==> src/rtl/balanced_word_gen.sv <==
// balanced_word_gen
// Stream generator for WIDTH-bit words that each carry at least MIN_ONES ones
// and MIN_ZEROES zeroes. A Galois LFSR supplies candidates. A candidate that
// fails the test is rejected. After MAX_TRIES consecutive rejects, the last
// candidate is patched into a qualifying word, so each word takes a bounded
// number of cycles. Words leave on a valid/ready handshake and stay stable
// until they are accepted.
`timescale 1ns/1ps

module balanced_word_gen #(
  parameter int              WIDTH      = 32,
  parameter int              MIN_ONES   = 5,
  parameter int              MIN_ZEROES = 5,
  parameter int              MAX_TRIES  = 8,
  parameter logic [WIDTH-1:0] SEED      = 32'hACE1_2BAD
) (
  input  logic             clk,
  input  logic             reset,        // asynchronous, active low
  input  logic             enable,
  input  logic             ready,
  output logic [WIDTH-1:0] value,
  output logic             valid,
  output logic             busy,
  output logic [7:0]       reject_count,
  output logic [15:0]      word_count
);

  // Counter wide enough to hold WIDTH itself.
  localparam int CW = $clog2(WIDTH + 1);

  // Galois right-shift mask for x^32 + x^22 + x^2 + x + 1
  // (bit positions 31, 21, 1 and 0).
  localparam logic [WIDTH-1:0] TAPS = WIDTH'(32'h8020_0003);

  // FSM encoding
  localparam logic [1:0] ST_IDLE  = 2'd0;
  localparam logic [1:0] ST_GEN   = 2'd1;
  localparam logic [1:0] ST_CHECK = 2'd2;
  localparam logic [1:0] ST_HOLD  = 2'd3;

  // Reject parameter sets that cannot work, at elaboration time.
  if (WIDTH != 32) begin : g_bad_width
    $error("balanced_word_gen: the LFSR polynomial is defined for WIDTH=32 only");
  end
  if (MIN_ONES + MIN_ZEROES > WIDTH) begin : g_bad_mins
    $error("balanced_word_gen: MIN_ONES + MIN_ZEROES exceeds WIDTH");
  end
  if (SEED == '0) begin : g_bad_seed
    $error("balanced_word_gen: SEED must be nonzero");
  end
  if (MAX_TRIES < 1 || MAX_TRIES > 255) begin : g_bad_tries
    $error("balanced_word_gen: MAX_TRIES must lie in 1..255");
  end

  // State registers and their next-state values
  logic [1:0]       state_reg,        state_next;
  logic [WIDTH-1:0] lfsr_reg,         lfsr_next;
  logic [WIDTH-1:0] candidate_reg,    candidate_next;
  logic [7:0]       tries_reg,        tries_next;
  logic [WIDTH-1:0] value_reg,        value_next;
  logic             valid_reg,        valid_next;
  logic [7:0]       reject_count_reg, reject_count_next;
  logic [15:0]      word_count_reg,   word_count_next;

  // Helper values derived from the current state
  logic [WIDTH-1:0] lfsr_step;
  logic [WIDTH-1:0] fallback_word;
  logic [CW-1:0]    ones_cnt;
  logic [CW-1:0]    zeroes_cnt;
  logic             qualifies;
  logic [8:0]       tries_inc;
  logic             more_tries;
  logic [7:0]       reject_inc;

  // One Galois LFSR step. The result is consumed only in GEN.
  assign lfsr_step = {1'b0, lfsr_reg[WIDTH-1:1]} ^ (lfsr_reg[0] ? TAPS : '0);

  // Count the one bits in the candidate under test.
  always_comb begin
    ones_cnt = '0;
    for (int i = 0; i < WIDTH; i++) begin
      ones_cnt = ones_cnt + CW'(candidate_reg[i]);
    end
  end

  assign zeroes_cnt = CW'(WIDTH) - ones_cnt;
  assign qualifies  = (ones_cnt >= CW'(MIN_ONES)) && (zeroes_cnt >= CW'(MIN_ZEROES));

  // Patch the candidate as follows:
  //   - force the low MIN_ONES bits to one;
  //   - force the next MIN_ZEROES bits to zero;
  //   - leave all other bits unchanged.
  // The result always qualifies.
  for (genvar gi = 0; gi < WIDTH; gi++) begin : g_fix
    if (gi < MIN_ONES) begin : g_one
      assign fallback_word[gi] = 1'b1;
    end else if (gi < MIN_ONES + MIN_ZEROES) begin : g_zero
      assign fallback_word[gi] = 1'b0;
    end else begin : g_keep
      assign fallback_word[gi] = candidate_reg[gi];
    end
  end

  // Arithmetic for the try counter and the reject counter.
  // The reject counter saturates at 255.
  assign tries_inc  = {1'b0, tries_reg} + 9'd1;
  assign more_tries = tries_inc < 9'(MAX_TRIES);
  assign reject_inc = (reject_count_reg == 8'hFF) ? 8'hFF : reject_count_reg + 8'd1;

  // Next-state logic for the IDLE -> GEN -> CHECK -> HOLD sequence.
  always_comb begin
    state_next        = state_reg;
    lfsr_next         = lfsr_reg;
    candidate_next    = candidate_reg;
    tries_next        = tries_reg;
    value_next        = value_reg;
    valid_next        = valid_reg;
    reject_count_next = reject_count_reg;
    word_count_next   = word_count_reg;

    case (state_reg)
      ST_IDLE: begin
        if (enable) begin
          state_next = ST_GEN;
          tries_next = '0;
        end
      end

      ST_GEN: begin
        // If generation is aborted here, the LFSR keeps its value so that a
        // later restart continues the same sequence.
        if (enable) begin
          lfsr_next      = lfsr_step;
          candidate_next = lfsr_step;
          state_next     = ST_CHECK;
        end else begin
          state_next = ST_IDLE;
        end
      end

      ST_CHECK: begin
        if (!enable) begin
          state_next = ST_IDLE;
        end else if (qualifies) begin
          value_next = candidate_reg;
          valid_next = 1'b1;
          state_next = ST_HOLD;
        end else begin
          reject_count_next = reject_inc;
          if (more_tries) begin
            tries_next = tries_inc[7:0];
            state_next = ST_GEN;
          end else begin
            value_next = fallback_word;
            valid_next = 1'b1;
            state_next = ST_HOLD;
          end
        end
      end

      ST_HOLD: begin
        // Once offered, a word is never withdrawn. enable is ignored here.
        if (ready) begin
          word_count_next = word_count_reg + 16'd1;
          valid_next      = 1'b0;
          if (enable) begin
            state_next = ST_GEN;
            tries_next = '0;
          end else begin
            state_next = ST_IDLE;
          end
        end
      end

      default: begin
        state_next = ST_IDLE;
      end
    endcase
  end

  // Update the state registers. Reset clears everything and reloads the seed.
  always_ff @(posedge clk or negedge reset) begin
    if (!reset) begin
      state_reg        <= ST_IDLE;
      lfsr_reg         <= SEED;
      candidate_reg    <= '0;
      tries_reg        <= '0;
      value_reg        <= '0;
      valid_reg        <= 1'b0;
      reject_count_reg <= '0;
      word_count_reg   <= '0;
    end else begin
      state_reg        <= state_next;
      lfsr_reg         <= lfsr_next;
      candidate_reg    <= candidate_next;
      tries_reg        <= tries_next;
      value_reg        <= value_next;
      valid_reg        <= valid_next;
      reject_count_reg <= reject_count_next;
      word_count_reg   <= word_count_next;
    end
  end

  // Drive the outputs straight from the registers.
  assign value        = value_reg;
  assign valid        = valid_reg;
  assign busy         = (state_reg != ST_IDLE);
  assign reject_count = reject_count_reg;
  assign word_count   = word_count_reg;

endmodule

==> config.mk <==
export PLATFORM = sky130hd
export DESIGN_NAME = balanced_word_gen
export DESIGN_NICKNAME = d
export VERILOG_FILES = /design/src/rtl/balanced_word_gen.sv
export SDC_FILE = /design/constraint.sdc
export NUM_CORES = 1
export LEC_CHECK = 0
export ABC_CLOCK_PERIOD_IN_PS = 6100
export CORE_UTILIZATION = 50
export DETAILED_ROUTE_END_ITERATION = 6
export HOLD_SLACK_MARGIN = 0.03
export PLACE_DENSITY_LB_ADDON = 0.05
export SETUP_SLACK_MARGIN = 0.15
export SLEW_MARGIN = 30
export SYNTH_ARGS = -nofsm -noshare
export SYNTH_HDL_FRONTEND = slang
export SYNTH_SLANG_ARGS = --single-unit
export TNS_END_PERCENT = 100
==> constraint.sdc <==
create_clock -name clk -period 6.1 [get_ports clk]
set_input_delay 1.83 -clock clk [delete_from_list [all_inputs] [get_ports clk]]
set_output_delay 1.83 -clock clk [all_outputs]
set_load 0.02 [all_outputs]
==> run_results.csv <==
group,metric,value,unit
outcome,status,"finished clean",
setup_path,slowest_delay,0.60,ns
logic_synthesis,ys_seq_area_share,52.48,%
route,drt_wl_total,10.94,mm
clock_network,cts.sinks,116,
timing,rsz0062_at_grt,"false",
placed_design,io_buffers,61,
clock_network,cts_root_buf,"clkbuf_8",
logic_synthesis,synth_warnings,0,
clock_network,clockBufferDepth,2,
setup_path,cp_slowest_cell,"fa_1",
grt,antenna_found_initial,0,
setup_path,critPathRequiredTime,6.51,ns
logic_synthesis,avgSynthCellArea,11.12,µm²
timing,setup_viol_count_final,0,
setup_path,cpMostUsedCell,"fa_1",
final_layout,final_layout_size_suffix_gt1_share,15.79,%
final_layout,n_fill_cell,856,
timing,finalHoldViolCount,0,
timing,setup_tns,0,ns
route,viasPerCell,5.270,
setup_path,cp_num_buf_inv,4,
setup_path,rrSetupSlack,0.36,ns
clock_network,clkTransAtPathRegs,0.05,ns
clock_network,cts_htree_levels,4,
setup_path,critPathMaxFanout,11,
floorplan,coreArea,10840,µm²
setup_path,critPathCaptureType,"register",
run,max_cap_violations,0,
logic_synthesis,postSynthCellCount,501,
final_layout,n_antenna_cell,0,
floorplan,initial_core_util,51.40,%
grt,grt_max_degree,78,
floorplan,rows,38,
grt,grt-ovfl-total,0,
setup_path,reg2reg_from,"candidate_reg[23]$_DFFE_PN0P_",
logic_synthesis,ys_types,51,
logic_synthesis,ys_ff_latch,116,
setup_path,crit_start,"candidate_reg[23]$_DFFE_PN0P_",
hold_path,hold_class,"reg2reg",
placed_design,finalWeightedCongestion,0.7790,
logic_synthesis,syn-num-nets,539,
timing,fin_crit_sh,94.08,%
clock_network,hold_buffers,0,
floorplan,die_height,107.6,µm
timing,relSlewSlack,45.99,%
timing,period_minus_slack,5.739,ns
clock_network,clock_latency,0.53,ns
timing,worst_slew_pin_slew,0.8016,ns
final_layout,layout.nets,614,
floorplan,ios,62,
route,antenna_left,0,
placed_design,dp_hpwl,7.313,mm
timing,fmax,0.1743,GHz
grt,grt_usage,21.31,%
timing,skew,0.01041,ns
route,drtIter0Drc,160,
timing,finalMaxSlewViolations,0,
route,first_pass_iters,4,
setup_path,path_delay_family,"adder cells",
setup_path,cp_cell_sequence,"inv_1, fa_1, fa_1, fa_1, fa_1, fa_1, fa_1, inv_2, ha_4, inv_1, fa_2, nand2b_4, a21oi_4, xor2_4, o31ai_4, o21ai_4, buf_12, mux2_2",
setup_path,worstSetupStartpointType,"register",
clock_network,cts_buffers,17,
final_layout,final_common_cell,"dfrtp_1",
setup_path,path_class,"reg2reg",
route,vias,3842,
final_layout,areaGrowthSynthToFinish,28.61,%
final_layout,final_cell_mix,"99 x dfrtp_1, 92 x nand2_1, 60 x clkdlybuf4s50_1",
floorplan,die_w,107.6,µm
route,routedWlPerCell,15.00,µm
setup_path,critPathArrivalTime,6.15,ns
grt,grt_pass1_vias,3884,
route,drc_errors,0,
logic_synthesis,synth_area,5572,µm²
hold_path,min_from,"lfsr_reg[3]$_DFFE_PN1P_",
clock_network,cts_tree,"yes",
floorplan,die_area,11570,µm²
grt,grt_pass1_wl,18.59,mm
==> what timing repair did <==
item	in CTS	in global routing
setup endpoints to repair	1	45
pin swaps	0	13
gates resized for setup	1	18
cloned	0	2
setup buffers	0	6
==> tightest hold or removal path, stage by stage (launching register included) <==
cell and delay (ns):
dfstp_2 0.36, nand2_1 0.05, nand2_1 0.04
==> path summary, 6_finish.rpt <==
check	end	cells past startpoint
max	value[11]$_DFFE_PN0P_	18
min	lfsr_reg[3]$_DFFE_PN1P_	2
max reg2reg	value[11]$_DFFE_PN0P_	18
min reg2reg	lfsr_reg[3]$_DFFE_PN1P_	2
max in group asynchronous	lfsr_reg[31]$_DFFE_PN1P_	2
min in group asynchronous	value[11]$_DFFE_PN0P_	1
==> per-layer routing <==
metal / track usage (%) / wire length, µm
met2: 32.23 / 5166
met5: 0 / 0
met4: 8.806 / 135
met1: 29.41 / 5271
met3: 5.206 / 363
==> metrics by stage <==
stage | hold WS [ns] | worst slack, ns | util [%] | cell area, µm² | instances
floorplan | 0.4393 | 0.5837 | - | 5572 | 501
detailed placement | 0.4494 | 0.1714 | 58.22 | 6311 | 689
finish | 0.4559 | 0.3614 | 66.10 | 7166 | 729
global placement | 0.4445 | 0.2761 | 58.22 | 6311 | 689
CTS | 0.4589 | 0.2115 | 64.27 | 6967 | 721
global route | 0.4665 | 0.1464 | 66.10 | 7166 | 729
==> cell families after synthesis <==
logic type	share of synthesized area, %
AOI/OAI and AO/OA	8.848
xor gates and xnor gates	3.458
adders and majority gates	10.87
buffers and inverters	5.322
DFF	52.48
muxes	6.221
and+or+nand+nor	12.80
==> cell type report <==
cell class	count	area (µm²)	area share [%]
tap	140	175.2	2.445
multi-input combinational	312	2459	34.31
timing repair buffer	73	748.2	10.44
clock inverter	9	172.7	2.410
sequential	116	2924	40.81
inverter	56	210.2	2.933
clock buffer	23	476.7	6.653
==> synth_stat cells, drive strengths merged <==
cell / n / area (µm²)
inv: 56 / 210.2
buf: 7 / 48.79
and2: 6 / 37.54
xnor2: 13 / 113.9
a21oi: 2 / 13.76
nor2b: 1 / 6.260
nor4: 1 / 6.260
clkbuf: 10 / 37.54
fa: 24 / 480.5
nor3b: 2 / 20.02
xor2: 9 / 78.83
o31ai: 1 / 12.51
dfrtp: 99 / 2477
o32ai: 5 / 43.79
nor2: 19 / 71.32
dfstp: 17 / 446.7
o22ai: 1 / 12.51
o211ai: 6 / 45.04
o2111a: 1 / 11.26
o2111ai: 5 / 43.79
o21a: 2 / 16.27
nand3: 14 / 70.07
a21boi: 1 / 7.510
a211oi: 1 / 12.51
a41oi: 1 / 16.27
ha: 10 / 125.1
o32a: 5 / 50.05
o21ba: 1 / 10.01
and4: 3 / 26.28
nand2: 93 / 349.1
o21ai: 30 / 165.2
a211o: 1 / 8.760
nand3b: 1 / 7.510
and3: 9 / 56.30
a31oi: 1 / 6.260
nand4: 2 / 12.51
o2bb2ai: 2 / 17.52
mux2: 29 / 326.6
nand2b: 4 / 25.02
mux2i: 2 / 20.02
nor3: 4 / 25.02
Power is left out: the tool's default activity adds up to more than one toggle a clock period on the data nets, which glitch-free logic cannot reach.
